--- config.mk ---
export PLATFORM = sky130hd
export DESIGN_NAME = posit_unpack_stage
export DESIGN_NICKNAME = d
export VERILOG_FILES = /design/src/rtl/posit_pkg.sv /design/src/rtl/posit_sat_counter.sv /design/src/rtl/posit_unpack_stage.sv
export SDC_FILE = /design/constraint.sdc
export NUM_CORES = 1
export LEC_CHECK = 0
export ABC_AREA = 1
export CORE_MARGIN = 2
export CORE_UTILIZATION = 45
export DETAILED_ROUTE_END_ITERATION = 8
export PLACE_DENSITY = 0.74
export SLEW_MARGIN = 10
export SYNTH_ARGS = -nofsm -noshare
export SYNTH_HDL_FRONTEND = slang
export SYNTH_SLANG_ARGS = --single-unit
--- constraint.sdc ---
create_clock -name clk -period 1.4 [get_ports clk]
set_clock_uncertainty 0.05 [all_clocks]
set_input_delay 0.14 -clock clk [delete_from_list [all_inputs] [get_ports clk]]
set_output_delay 0.14 -clock clk [all_outputs]
set_load 0.1 [all_outputs]
--- src/rtl/posit_pkg.sv ---
// Shared posit definitions: default widths, operand class and the unpacked
// operand record consumed by the posit arithmetic datapath.
package posit_pkg;

   localparam int N  = 8;            // posit width, matches the field decoder
   localparam int ES = 1;            // exponent field width
   localparam int RS = 4;            // regime field width (two's-complement k)
   localparam int FS = N - ES - 3;   // fraction field width
   localparam int SW = RS + ES;      // signed scale width

   typedef enum logic [1:0] {
      NORMAL = 2'd0,
      ZERO   = 2'd1,
      NAR    = 2'd2
   } posit_class_e;

   // Unpacked operand as seen by the multiplier and adder.
   typedef struct packed {
      logic                 sign;
      logic signed [SW-1:0] scale;
      logic [FS:0]          sig;
      posit_class_e         cls;
   } posit_unpacked_t;

   // NaR dominates zero when the decoder raises both flags.
   function automatic posit_class_e classify(input logic is_nar, input logic is_zero);
      if (is_nar) begin
         return NAR;
      end else if (is_zero) begin
         return ZERO;
      end
      return NORMAL;
   endfunction

endpackage

--- src/rtl/posit_sat_counter.sv ---
// Saturating event counter with a synchronous clear that beats increment.
module posit_sat_counter #(
   parameter int CW = 8
) (
   input  logic          clk,
   input  logic          rst,
   input  logic          inc,
   input  logic          clr,
   output logic [CW-1:0] count
);

   // Count events, stick at all-ones, clear to zero on reset or clr.
   always_ff @(posedge clk) begin
      if (rst || clr) begin
         count <= '0;
      end else if (inc && (count != {CW{1'b1}})) begin
         count <= count + CW'(1);
      end
   end

endmodule

--- src/rtl/posit_unpack_stage.sv ---
// Two-stage valid/ready pipeline that turns decoded posit fields into a
// class, a unified signed scale k*2^ES + e and a significand with hidden bit.
module posit_unpack_stage #(
   parameter int N  = posit_pkg::N,
   parameter int ES = posit_pkg::ES,
   parameter int RS = posit_pkg::RS,
   parameter int FS = N - ES - 3,
   parameter int SW = RS + ES,
   parameter int CW = 8
) (
   input  logic                 clk,
   input  logic                 rst,
   input  logic                 in_valid,
   output logic                 in_ready,
   input  logic                 in_sign,
   input  logic [RS-1:0]        in_r,
   input  logic [ES-1:0]        in_e,
   input  logic [FS-1:0]        in_frac,
   input  logic                 in_z,
   input  logic                 in_inf,
   input  logic                 in_allone,
   output logic                 out_valid,
   input  logic                 out_ready,
   output logic                 out_sign,
   output logic signed [SW-1:0] out_scale,
   output logic [FS:0]          out_sig,
   output logic                 out_zero,
   output logic                 out_nar,
   input  logic                 cnt_clr,
   output logic [CW-1:0]        zero_cnt,
   output logic [CW-1:0]        nar_cnt
);

   // The regime already encodes maxpos correctly, so the flag carries no work here.
   logic unused_allone;
   assign unused_allone = in_allone;

   // ---------------------------------------------------------------- control
   logic s1_valid;
   logic s2_valid;
   logic s1_load;
   logic s2_load;
   logic in_fire;

   posit_pkg::posit_class_e in_cls;

   // A stage may load when it is empty or its contents leave this cycle.
   assign s2_load  = !s2_valid || out_ready;
   assign s1_load  = !s1_valid || s2_load;
   assign in_ready = s1_load;
   assign in_fire  = in_valid && s1_load;
   assign in_cls   = posit_pkg::classify(in_inf, in_z);

   // ---------------------------------------------------------------- stage 1
   logic                    s1_sign;
   logic [RS-1:0]           s1_r;
   logic [ES-1:0]           s1_e;
   logic [FS-1:0]           s1_frac;
   posit_pkg::posit_class_e s1_cls;

   // Stage 1: capture the raw fields and the resolved class.
   always_ff @(posedge clk) begin
      // NOTE: state uses non-blocking assignments so every register samples
      // pre-edge values, regardless of the order the blocks are evaluated in.
      if (rst) begin
         s1_valid <= 1'b0;
         s1_sign  <= 1'b0;
         s1_r     <= '0;
         s1_e     <= '0;
         s1_frac  <= '0;
         s1_cls   <= posit_pkg::NORMAL;
      end else if (s1_load) begin
         s1_valid <= in_valid;
         if (in_valid) begin
            s1_sign <= in_sign;
            s1_r    <= in_r;
            s1_e    <= in_e;
            s1_frac <= in_frac;
            s1_cls  <= in_cls;
         end
      end
   end

   // ------------------------------------------------------- stage 2 datapath
   logic signed [SW-1:0] k_ext;
   logic [SW-1:0]        scale_d;
   logic [FS:0]          sig_d;
   logic                 sign_d;

   // Scale = sign-extended k shifted by ES plus the unsigned exponent; zero
   // and NaR leave a clean all-zero payload behind.
   always_comb begin
      // NOTE: every output of this block is assigned up front so no path can
      // leave one unassigned and infer a latch.
      k_ext   = {{ES{s1_r[RS-1]}}, s1_r};
      scale_d = (k_ext <<< ES) + {{RS{1'b0}}, s1_e};
      sig_d   = {1'b1, s1_frac};
      sign_d  = s1_sign;
      if (s1_cls != posit_pkg::NORMAL) begin
         scale_d = '0;
         sig_d   = '0;
         sign_d  = 1'b0;
      end
   end

   // ---------------------------------------------------------------- stage 2
   posit_pkg::posit_class_e s2_cls;

   // Stage 2: registered outputs, held while the consumer stalls.
   always_ff @(posedge clk) begin
      if (rst) begin
         s2_valid  <= 1'b0;
         out_sign  <= 1'b0;
         out_scale <= '0;
         out_sig   <= '0;
         s2_cls    <= posit_pkg::NORMAL;
      end else if (s2_load) begin
         s2_valid <= s1_valid;
         if (s1_valid) begin
            out_sign  <= sign_d;
            out_scale <= scale_d;
            out_sig   <= sig_d;
            s2_cls    <= s1_cls;
         end
      end
   end

   assign out_valid = s2_valid;
   assign out_zero  = (s2_cls == posit_pkg::ZERO);
   assign out_nar   = (s2_cls == posit_pkg::NAR);

   // --------------------------------------------------------------- counters
   posit_sat_counter #(.CW(CW)) u_zero_cnt (
      .clk   (clk),
      .rst   (rst),
      .inc   (in_fire && (in_cls == posit_pkg::ZERO)),
      .clr   (cnt_clr),
      .count (zero_cnt)
   );

   posit_sat_counter #(.CW(CW)) u_nar_cnt (
      .clk   (clk),
      .rst   (rst),
      .inc   (in_fire && (in_cls == posit_pkg::NAR)),
      .clr   (cnt_clr),
      .count (nar_cnt)
   );

endmodule

==> flow_summary.toml <==
[worst_setup_path]
crit_type = "flip-flop to primary output"
cp-end-kind = "primary output"
worstPathCellList = "inv_1 -> nor2_1 -> buf_12"
critPathLaunchType = "flip-flop"
cp_data_required_time_ps = 1210
worstPathMaxFanout = 2
cp_slowest_stage_delay_ps = 340
worstPathArrival_ps = 1100
cpMaxStageDelayCell = "dfxtp_1"

[place]
io_buffers = 47
place_ws_ps = -137
gp_congestion = 0.805
dp_cells = 390
hpwlAfterDp_mm = 3.43

[yosys]
async_reset_ff_frac = 0
synth_top_area_frac = 0.429
synthTopCellsByArea = "dfxtp_1 43%, nand2_1 15%, nor2_1 9.9%"
yosysWarnings = 0
synth-edff-count = 0
synth_ff_type = "dfxtp_1"
synth-seq-cells = 43
synth_cell_types = 25
avgSynthCellArea_sq_um = 7.01
synth_area_sq_um = 2010
synthTopCellsByCount = "81 x nand2_1, 53 x nor2_1, 43 x dfxtp_1, 34 x inv_1, 17 x a21oi_1"
syn_nets = 306
yosysTopAreaCell = "dfxtp_1"
seq_area_frac_synth = 0.429
synthCells = 286
yosysMostFrequentCell = "nand2_1"

[final_layout]
seq_area_sq_um = 896
final_cell_count_no_fill = 401
area_delta_synth_final_pct = 55.1
n_fill_cell = 338
multi_input_area_sq_um = 1010
num_antenna_cells = 0
final_nets = 368
drive_gt1_frac = 0.266

[clock_network]
clkSlewWorstSetupHoldPaths_ps = 80
cts_root_buf = "clkbuf_8"
cts_tree = "yes"
cts_sinks = 43
worstSkewPairLatency_ps = 310
htree_levels = 2
clk_path_buf_depth = 2
cts_inserted_buffers = 5

[floorplanning]
die_w_um = 70.8
dieArea_sq_um = 5010
num_rows = 24
start_util = 0.464
ios = 49
core_area_sq_um = 4320
die_y_um = 70.8

[run]
cap_violations = 0

[power]
power.leakage_nw = 1.29
ir_drop_mv = 0.528
p_per_area_nw_per_um2 = 896
finalPower_w = 0.00279

[global_routing]
grt_pass1_vias = 1860
antenna_found_initial = 0
gr-total-overflow = 0
grt_max_degree = 17
grt_pass1_wl_mm = 8.02
track_usage = 0.200

[route]
drt_iter0_markers = 58
vias = 1958
ant_nets = 0
drc = 0
viasPerCell = 4.88
drt-total-wl_mm = 4.77
first_pass_iters = 4
avgRoutedWirePerCell_um = 11.9

[sta]
hold_viol_final = 0
maxSlewViolCount = 0
setup_viol = 0
post-route-min-period_ps = 1290
worst_slew_pin_slew_ps = 310
post-route-period-util = 0.920
slew_headroom = 0.793
rsz0062_at_grt = "no"
max_freq_ghz = 0.776
fin_ws_ps = 112

[status]
run_status = "finished clean"

[worst_hold_path]
hold_class = "flip-flop to flip-flop"
registers in the layout, summed over array words and instances (netlist names):
name,flops
out_scale,5
out_sig,5
out_sign,1
out_valid,1
s1_cls,2
s1_e,1
s1_frac,4
s1_r,4
s1_sign,1
s1_valid,1
s2_cls,2
u_nar_cnt.count,8
u_zero_cnt.count,8
kinds of logic after synthesis:
kind of cell               after synthesis  synth area share
and+or+nand+nor                        158             0.349
buffers and inverters                   43            0.0954
DFF                                     43             0.429
AOI/OAI and AO/OA                       34            0.0880
xor gates and xnor gates                 6            0.0262
adders and majority gates                2            0.0125
routing by layer:
metal / global-route usage / share of wire
met1: 0.243 / 0.43
met2: 0.325 / 0.50
met3: 0.0613 / 0.051
met4: 0.0901 / 0.023
met5: 0 / 0
layout by cell type (no fill, tap or decap):
cell              n
dfxtp_1          25
nor2_2            4
dfxtp_2          13
clkinv_4          1
a21oi_1          17
nand2_1          80
clkbuf_8          6
inv_1            32
nor2_1           53
buf_4            11
o21ai_1          11
nand3_4           3
nand2_4           1
nand3_1           6
nand4_1           4
nand2_2           1
nor2_4            5
ha_4              2
inv_4             1
dfxtp_4           5
a21oi_2           1
clkinvlp_4        1
o21ai_0           4
clkdlybuf4s50_1  16
or2_1             1
buf_12           33
inv_2             3
xor2_1            4
xnor2_1           2
nand3_2           2
a211oi_1          1
where the power goes:
part,switching (W),internal (W)
logic,0.000368,0.000237
clock network,0.000452,0.000403
registers,0.0000559,0.00127
total,0.000876,0.00191
worst paths after layout:
| kind | from | end | slack (ps) | cells past startpoint |
|---|---|---|---|---|
| worst max-delay path | s2_cls[1] | out_nar | 110 | 3 |
| worst min-delay path | s1_r[2] | out_scale[3] | 410 | 2 |
| worst max register to register | u_zero_cnt.count[0] | u_zero_cnt.count[6] | 140 | 7 |
| worst min register to register | s1_r[2] | out_scale[3] | 410 | 2 |
critical path: cells and delay by family (launching register included):
| kind | cells | cell delay, ps |
|---|---|---|
| buffers and inverters | 2 | 270 |
| flip-flops | 1 | 340 |
| AND/OR/NAND/NOR | 1 | 190 |
timing repair:
action	CTS	global route
gates resized for setup	1	5
gates cloned	0	2
setup buffers	0	1
hold buffers	0	0
endpoints found under the setup margin	1	15
hold endpoints to repair	0	0
pin swaps	0	4
cell type report:
class | instances | area share
inverter | 36 | 0.0442
clock buffer | 6 | 0.0265
multi-input combinational | 202 | 0.325
sequential | 43 | 0.288
timing repair buffer | 60 | 0.290
tap | 52 | 0.0209
clock inverter | 2 | 0.00523
metrics by stage:
stage	cell area, sq um	util	TNS [ps]	hold slack [ps]
final	3110	0.720	0	405
after global placement	2950	0.682	-725	395
after global routing	3110	0.720	0	411
after floorplan	2060	-	-4940	244
after CTS	3050	0.705	0	404
after detailed placement	2950	0.682	-1560	400
Note: power is estimated with default switching activity, not from simulation.
